--- config.mk ---
export PLATFORM = sky130hd
export DESIGN_NAME = fp_pair_frame_ctrl_flat
export DESIGN_NICKNAME = d
export VERILOG_FILES = /design/src/rtl/fp_pair_frame_ctrl_if.sv /design/src/rtl/fp_pair_frame_ctrl.sv /design/src/flat_wrapper.sv
export SDC_FILE = /design/constraint.sdc
export NUM_CORES = 1
export LEC_CHECK = 0
export ABC_AREA = 1
export BUFFER_PORTS_ARGS = -buffer_cell sky130_fd_sc_hd__buf_4
export CAP_MARGIN = 20
export CORE_UTILIZATION = 40
export DETAILED_ROUTE_END_ITERATION = 6
export HOLD_SLACK_MARGIN = 0.05
export PLACE_DENSITY = 0.6
export SLEW_MARGIN = 20
export SYNTH_ARGS = -nofsm -noshare
export SYNTH_HDL_FRONTEND = slang
export SYNTH_SLANG_ARGS = --single-unit
--- constraint.sdc ---
create_clock -name clk -period 1.6 [get_ports clk]
set_input_delay 0.32 -clock clk [delete_from_list [all_inputs] [get_ports clk]]
set_output_delay 0.32 -clock clk [all_outputs]
set_load 0.05 [all_outputs]
--- src/rtl/fp_pair_frame_ctrl_if.sv ---
// Byte-stream in / operand-pair out handshake bundle for fp_pair_frame_ctrl.
// master = stream source and pair consumer; slave = the frame controller.
interface fp_pair_frame_ctrl_if;
  logic [7:0]  din;
  logic        din_valid;
  logic        din_ready;
  logic [31:0] fp_1;
  logic [31:0] fp_2;
  logic        pair_valid;
  logic        pair_ready;

  modport master (
    output din, din_valid, pair_ready,
    input  din_ready, fp_1, fp_2, pair_valid
  );

  modport slave (
    input  din, din_valid, pair_ready,
    output din_ready, fp_1, fp_2, pair_valid
  );
endinterface

--- src/rtl/fp_pair_frame_ctrl.sv ---
// Frames a sync byte plus 8 payload bytes into a big-endian FP operand pair, with an inter-byte timeout.
// pair_valid 1 cycle after the last byte edge; din_ready drops while the pair is held awaiting pair_ready.
module fp_pair_frame_ctrl #(
  parameter logic [7:0]  SYNC_BYTE = 8'hA5,
  parameter int unsigned TIMEOUT   = 16,
  parameter int unsigned CNT_W     = 16
) (
  input  logic                 clk,
  input  logic                 reset,
  fp_pair_frame_ctrl_if.slave  bus,
  output logic                 frame_err,
  output logic                 busy,
  output logic [CNT_W-1:0]     pair_cnt
);
  typedef enum logic [1:0] {HUNT, COLLECT, HOLD} state_t;

  localparam int unsigned IDLE_W    = $clog2(TIMEOUT + 2);
  localparam int unsigned IDLE_LAST = (TIMEOUT == 0) ? 0 : TIMEOUT - 1;

  state_t             state_q, state_d;
  logic [31:0]        fp_1_q, fp_1_d;
  logic [31:0]        fp_2_q, fp_2_d;
  logic               pair_valid_q, pair_valid_d;
  logic               frame_err_q, frame_err_d;
  logic               busy_q, busy_d;
  logic [CNT_W-1:0]   pair_cnt_q, pair_cnt_d;
  logic [2:0]         byte_cnt_q, byte_cnt_d;
  logic [IDLE_W-1:0]  idle_q, idle_d;
  logic               din_ready;
  logic               byte_acc;

  assign din_ready = (state_q != HOLD);
  assign byte_acc  = bus.din_valid && din_ready;

  always_comb begin
    state_d      = state_q;
    fp_1_d       = fp_1_q;
    fp_2_d       = fp_2_q;
    pair_cnt_d   = pair_cnt_q;
    byte_cnt_d   = byte_cnt_q;
    idle_d       = idle_q;
    frame_err_d  = 1'b0;
    case (state_q)
      HUNT: begin
        if (byte_acc && bus.din == SYNC_BYTE) begin
          state_d    = COLLECT;
          byte_cnt_d = '0;
          idle_d     = '0;
        end
      end
      COLLECT: begin
        if (byte_acc) begin
          // {fp_1,fp_2} is one 64-bit shift chain; the first payload byte ends up in fp_1[31:24]
          {fp_1_d, fp_2_d} = {fp_1_q[23:0], fp_2_q, bus.din};
          byte_cnt_d       = byte_cnt_q + 1'b1;
          idle_d           = '0;
          if (byte_cnt_q == 3'd7) begin
            state_d    = HOLD;
            byte_cnt_d = '0;
          end
        end else if (TIMEOUT != 0) begin
          if (idle_q == IDLE_W'(IDLE_LAST)) begin
            state_d     = HUNT;
            frame_err_d = 1'b1;
            byte_cnt_d  = '0;
            idle_d      = '0;
          end else begin
            idle_d = idle_q + 1'b1;
          end
        end
      end
      HOLD: begin
        if (bus.pair_ready) begin
          state_d    = HUNT;
          pair_cnt_d = pair_cnt_q + 1'b1;
        end
      end
      default: state_d = HUNT;
    endcase
    pair_valid_d = (state_d == HOLD);
    busy_d       = (state_d != HUNT);
  end

  always_ff @(posedge clk or negedge reset) begin
    if (!reset) begin
      state_q      <= HUNT;
      fp_1_q       <= '0;
      fp_2_q       <= '0;
      pair_valid_q <= 1'b0;
      frame_err_q  <= 1'b0;
      busy_q       <= 1'b0;
      pair_cnt_q   <= '0;
      byte_cnt_q   <= '0;
      idle_q       <= '0;
    end else begin
      state_q      <= state_d;
      fp_1_q       <= fp_1_d;
      fp_2_q       <= fp_2_d;
      pair_valid_q <= pair_valid_d;
      frame_err_q  <= frame_err_d;
      busy_q       <= busy_d;
      pair_cnt_q   <= pair_cnt_d;
      byte_cnt_q   <= byte_cnt_d;
      idle_q       <= idle_d;
    end
  end

  assign bus.din_ready  = din_ready;
  assign bus.fp_1       = fp_1_q;
  assign bus.fp_2       = fp_2_q;
  assign bus.pair_valid = pair_valid_q;
  assign frame_err      = frame_err_q;
  assign busy           = busy_q;
  assign pair_cnt       = pair_cnt_q;
endmodule
--- src/flat_wrapper.sv ---
// flat-port wrapper written by rule: the top's interface ports become plain ports
module fp_pair_frame_ctrl_flat 
#(
  parameter logic [7:0]  SYNC_BYTE = 8'hA5,
  parameter int unsigned TIMEOUT   = 16,
  parameter int unsigned CNT_W     = 16
)
  (clk, reset, frame_err, busy, pair_cnt, bus_din, bus_din_valid, bus_pair_ready, bus_din_ready, bus_fp_1, bus_fp_2, bus_pair_valid);
  fp_pair_frame_ctrl_if bus_i ();
  input  logic clk;
  input  logic reset;
  output logic frame_err;
  output logic busy;
  output logic [CNT_W-1:0] pair_cnt;
  input wire logic [$bits(bus_i.din)-1:0] bus_din;
  input wire logic [$bits(bus_i.din_valid)-1:0] bus_din_valid;
  input wire logic [$bits(bus_i.pair_ready)-1:0] bus_pair_ready;
  output wire logic [$bits(bus_i.din_ready)-1:0] bus_din_ready;
  output wire logic [$bits(bus_i.fp_1)-1:0] bus_fp_1;
  output wire logic [$bits(bus_i.fp_2)-1:0] bus_fp_2;
  output wire logic [$bits(bus_i.pair_valid)-1:0] bus_pair_valid;
  assign bus_i.din = bus_din;
  assign bus_i.din_valid = bus_din_valid;
  assign bus_i.pair_ready = bus_pair_ready;
  assign bus_din_ready = bus_i.din_ready;
  assign bus_fp_1 = bus_i.fp_1;
  assign bus_fp_2 = bus_i.fp_2;
  assign bus_pair_valid = bus_i.pair_valid;
  fp_pair_frame_ctrl #(.SYNC_BYTE(SYNC_BYTE), .TIMEOUT(TIMEOUT), .CNT_W(CNT_W)) u_core (.clk(clk), .reset(reset), .bus(bus_i), .frame_err(frame_err), .busy(busy), .pair_cnt(pair_cnt));
endmodule
==> results by group <==
Run status
  • Run status: completed

STA
  • RSZ-0062 raised after global routing: no
  • Setup-failing EPs final: 0
  • Worst-Margin Slew: 0.498 ns
  • Min Tclk post-route: 1.54 ns
  • Hold Slack: 0.161 ns
  • Slew Viols, Final: 0
  • Clk_skew: 0.0155 ns
  • Hold Violations, Final: 0
  • Fmax: 649 MHz
  • Setup TNS: 0 ns
  • Slew HR: 66.8%
  • Final Cycle Share: 96.4%

Yosys
  • Number of synthesized flops with an enable pin: 0
  • Post-synthesis compound-gate area fraction: 1.89%
  • Xor/xnor share of the synthesized area: 2.69%
  • Synthesized net count: 462
  • Flops & latches, synth: 93
  • Main synth FF type: dfrtp_1
  • Multiplexer share of the synthesized area: 0%
  • Most common cell in the synthesized netlist: nand2_1
  • Top post-synthesis cells by area: dfrtp_1, nand2_1, nor2_1
  • Post-synthesis adder-cell area fraction: 1.28%
  • Fraction of registers with async set/reset: 100%
  • Seq/Total Area, Yosys: 59.6%
  • Largest family of logic cells by synthesized area: simple AND/OR/NAND/NOR gates
  • Synth area leader: dfrtp_1
  • Mapped Avg Cell Area: 8.76 µm²
  • Synth top area share: 59.6%
  • Mapped cell area: 3910 µm²
  • Synth warnings: 0
  • Simple-gate share of the synthesized area: 30.6%
  • Post-Syn Instances: 446
  • Post-synth cell types: 30
  • Commonest cells post-synth: nand2_1, dfrtp_1, nor2_1, inv_1, nand3_1

Floorplanning
  • # IOs: 96
  • Die Ht: 101 µm
  • Rows: 35
  • Die Wd: 101 µm
  • Core area: 9370 µm²
  • Die Area: 10200 µm²
  • Starting Density: 41.7%

Job
  • Max-Cap Viols: 0

Route
  • WL final: 8.42 mm
  • Post-route ant nets: 0
  • WL per Instance: 12.4 µm
  • Pre-antenna DRT Iters: 6
  • DRC violation count after routing: 0
  • Vias post-DR: 3130
  • Initial drt markers: 174
  • Vias per cell: 4.60

Setup path
  • End of the critical path: bus_din_ready
  • R2R depth: 6
  • Critical path data required time: 1.28 ns
  • Crit-path max FO: 4
  • Worst reg2reg path endpoint: u_core.byte_cnt_q[1]
  • Startpoint types: flip-flop
  • Crit. Startpoint: u_core.state_q[1]
  • Crit path arrival time: 1.22 ns
  • R2R setup slack: 0.14 ns
  • Crit end category: output pin
  • R2r startpoint: u_core.state_q[1]
  • Crit Path Class: reg -> out

Place
  • Cell total after placement: 664
  • GPL Wtd Cong: 0.843
  • Placed cell area: 4810 µm²
  • Buffers on Ports: 95
  • DPL Wire Length: 5.88 mm

Pwr
  • Pwr Density: 1130 nW/µm²
  • Maximum vdd drop: 0.000832 V
  • Pleak: 0.00285 µW

Finish
  • Fraction of layout cells with a size suffix above 1: 24.7%
  • Non-filler cells, final: 680
  • Final Instance Area: 5000 µm²
  • Antenna Cells: 0
  • # nets final: 563
  • Area Overhead vs Synth: 28.1%
  • Multi-input logic area: 1430 µm²
  • Fill count: 883
  • Sequential cell area: 2330 µm²
  • Core Util, Final: 53.4%

CTS
  • Post-CTS setup buffer count: 0
  • H-tree depth: 3
  • Num CTS Buffers: 9
  • Worst skew pair latency: 0.36 ns
  • Clk buf depth: 2
  • Worst-path clk slew: 0.09 ns
  • Clock sinks: 93
  • Clock root buffer: clkbuf_8
  • CTS tree: done

Global routing
  • Initial antenna violation count: 0
  • Aggregate global-route resource usage: 17.9%
  • First-pass GRT wire length: 14.2 mm
  • Total grt overflow: 0
  • Vias in the first global route: 2911
  • Pin count of the biggest net entering global routing: 51

Worst hold path
  • Hold_sp: bus_din[0]
  • Worst hold-check path type: in -> reg
cell families after synthesis:
family	after synthesis
compound gates	13
xor+xnor	12
fa+ha+maj	4
buf+inv	37
flops	93
simple gates	287
critical path, stage by stage, from the launching register on:
cell,delay [ns]
dfrtp_1,0.41
buf_4,0.17
nand2_2,0.12
buf_6,0.17
cell type report:
class,instances,area share (%)
timing repair buffer,103,16.3
inverter,24,1.83
clock inverter,4,0.625
multi-input combinational,316,28.5
clock buffer,11,3.02
tap,129,3.23
sequential,93,46.5
sequential cells by signal (all words and copies together), names as in the netlist:
register	count
u_core.bus.fp_1	32
u_core.bus.fp_2	32
u_core.pair_cnt	16
u_core.idle_q	5
u_core.byte_cnt_q	3
u_core.state_q	2
u_core.bus.pair_valid	1
u_core.busy	1
u_core.frame_err	1
repair_timing:
item                                   CTS  global route
resized for setup                        0             1
setup endpoints to repair                0             1
hold buffers                             1             0
endpoints found under the hold margin   27             0
placed cells by master, fill, tap and decap left out, drive strengths merged, types with 2 or more instances in the layout:
cell and n:
xor2 9, xnor2 3, nor2 26, nand3b 2
inv 24, nand4 6, clkbuf 11, clkinvlp 3
buf 102, ha 4, nand2 231, o22ai 2
o21ai 10, dfrtp 93, nand3 18, nor3 2
metrics by stage:
stage	power, µW	worst slack, ns
detailed placement	4280	0.152
finish	5680	0.0583
floorplan	3750	0.0515
global placement	4270	0.200
global route	5980	0.00969
CTS	5750	0.00496
worst min path at each step:
stage	cells past startpoint	slack (ns)	to
global placement	1	0.28	u_core.idle_q[3]
global route	3	0.15	u_core.bus.fp_2[0]
floorplan	0	0.02	u_core.bus.fp_1[0]
finish	3	0.16	u_core.bus.fp_2[0]
detailed placement	1	0.28	u_core.idle_q[3]
CTS	3	0.14	u_core.bus.fp_2[7]
power by group:
group | switching [µW] | internal, µW | leakage (µW)
clock network | 807 | 647 | 0.0000841
registers | 213 | 2590 | 0.00126
logic | 1010 | 414 | 0.00150
total | 2030 | 3650 | 0.00285
layer usage:
| metal | up-vias | wire (µm) | track usage [%] |
|---|---|---|---|
| li1 | 1571 | - | - |
| met4 | 0 | 112 | 6.13 |
| met2 | 84 | 3760 | 26.9 |
| met3 | 10 | 494 | 5.13 |
| met5 | - | 0 | 0 |
| met1 | 1465 | 4060 | 24.8 |
Note: power is estimated with default switching activity, not from simulation.
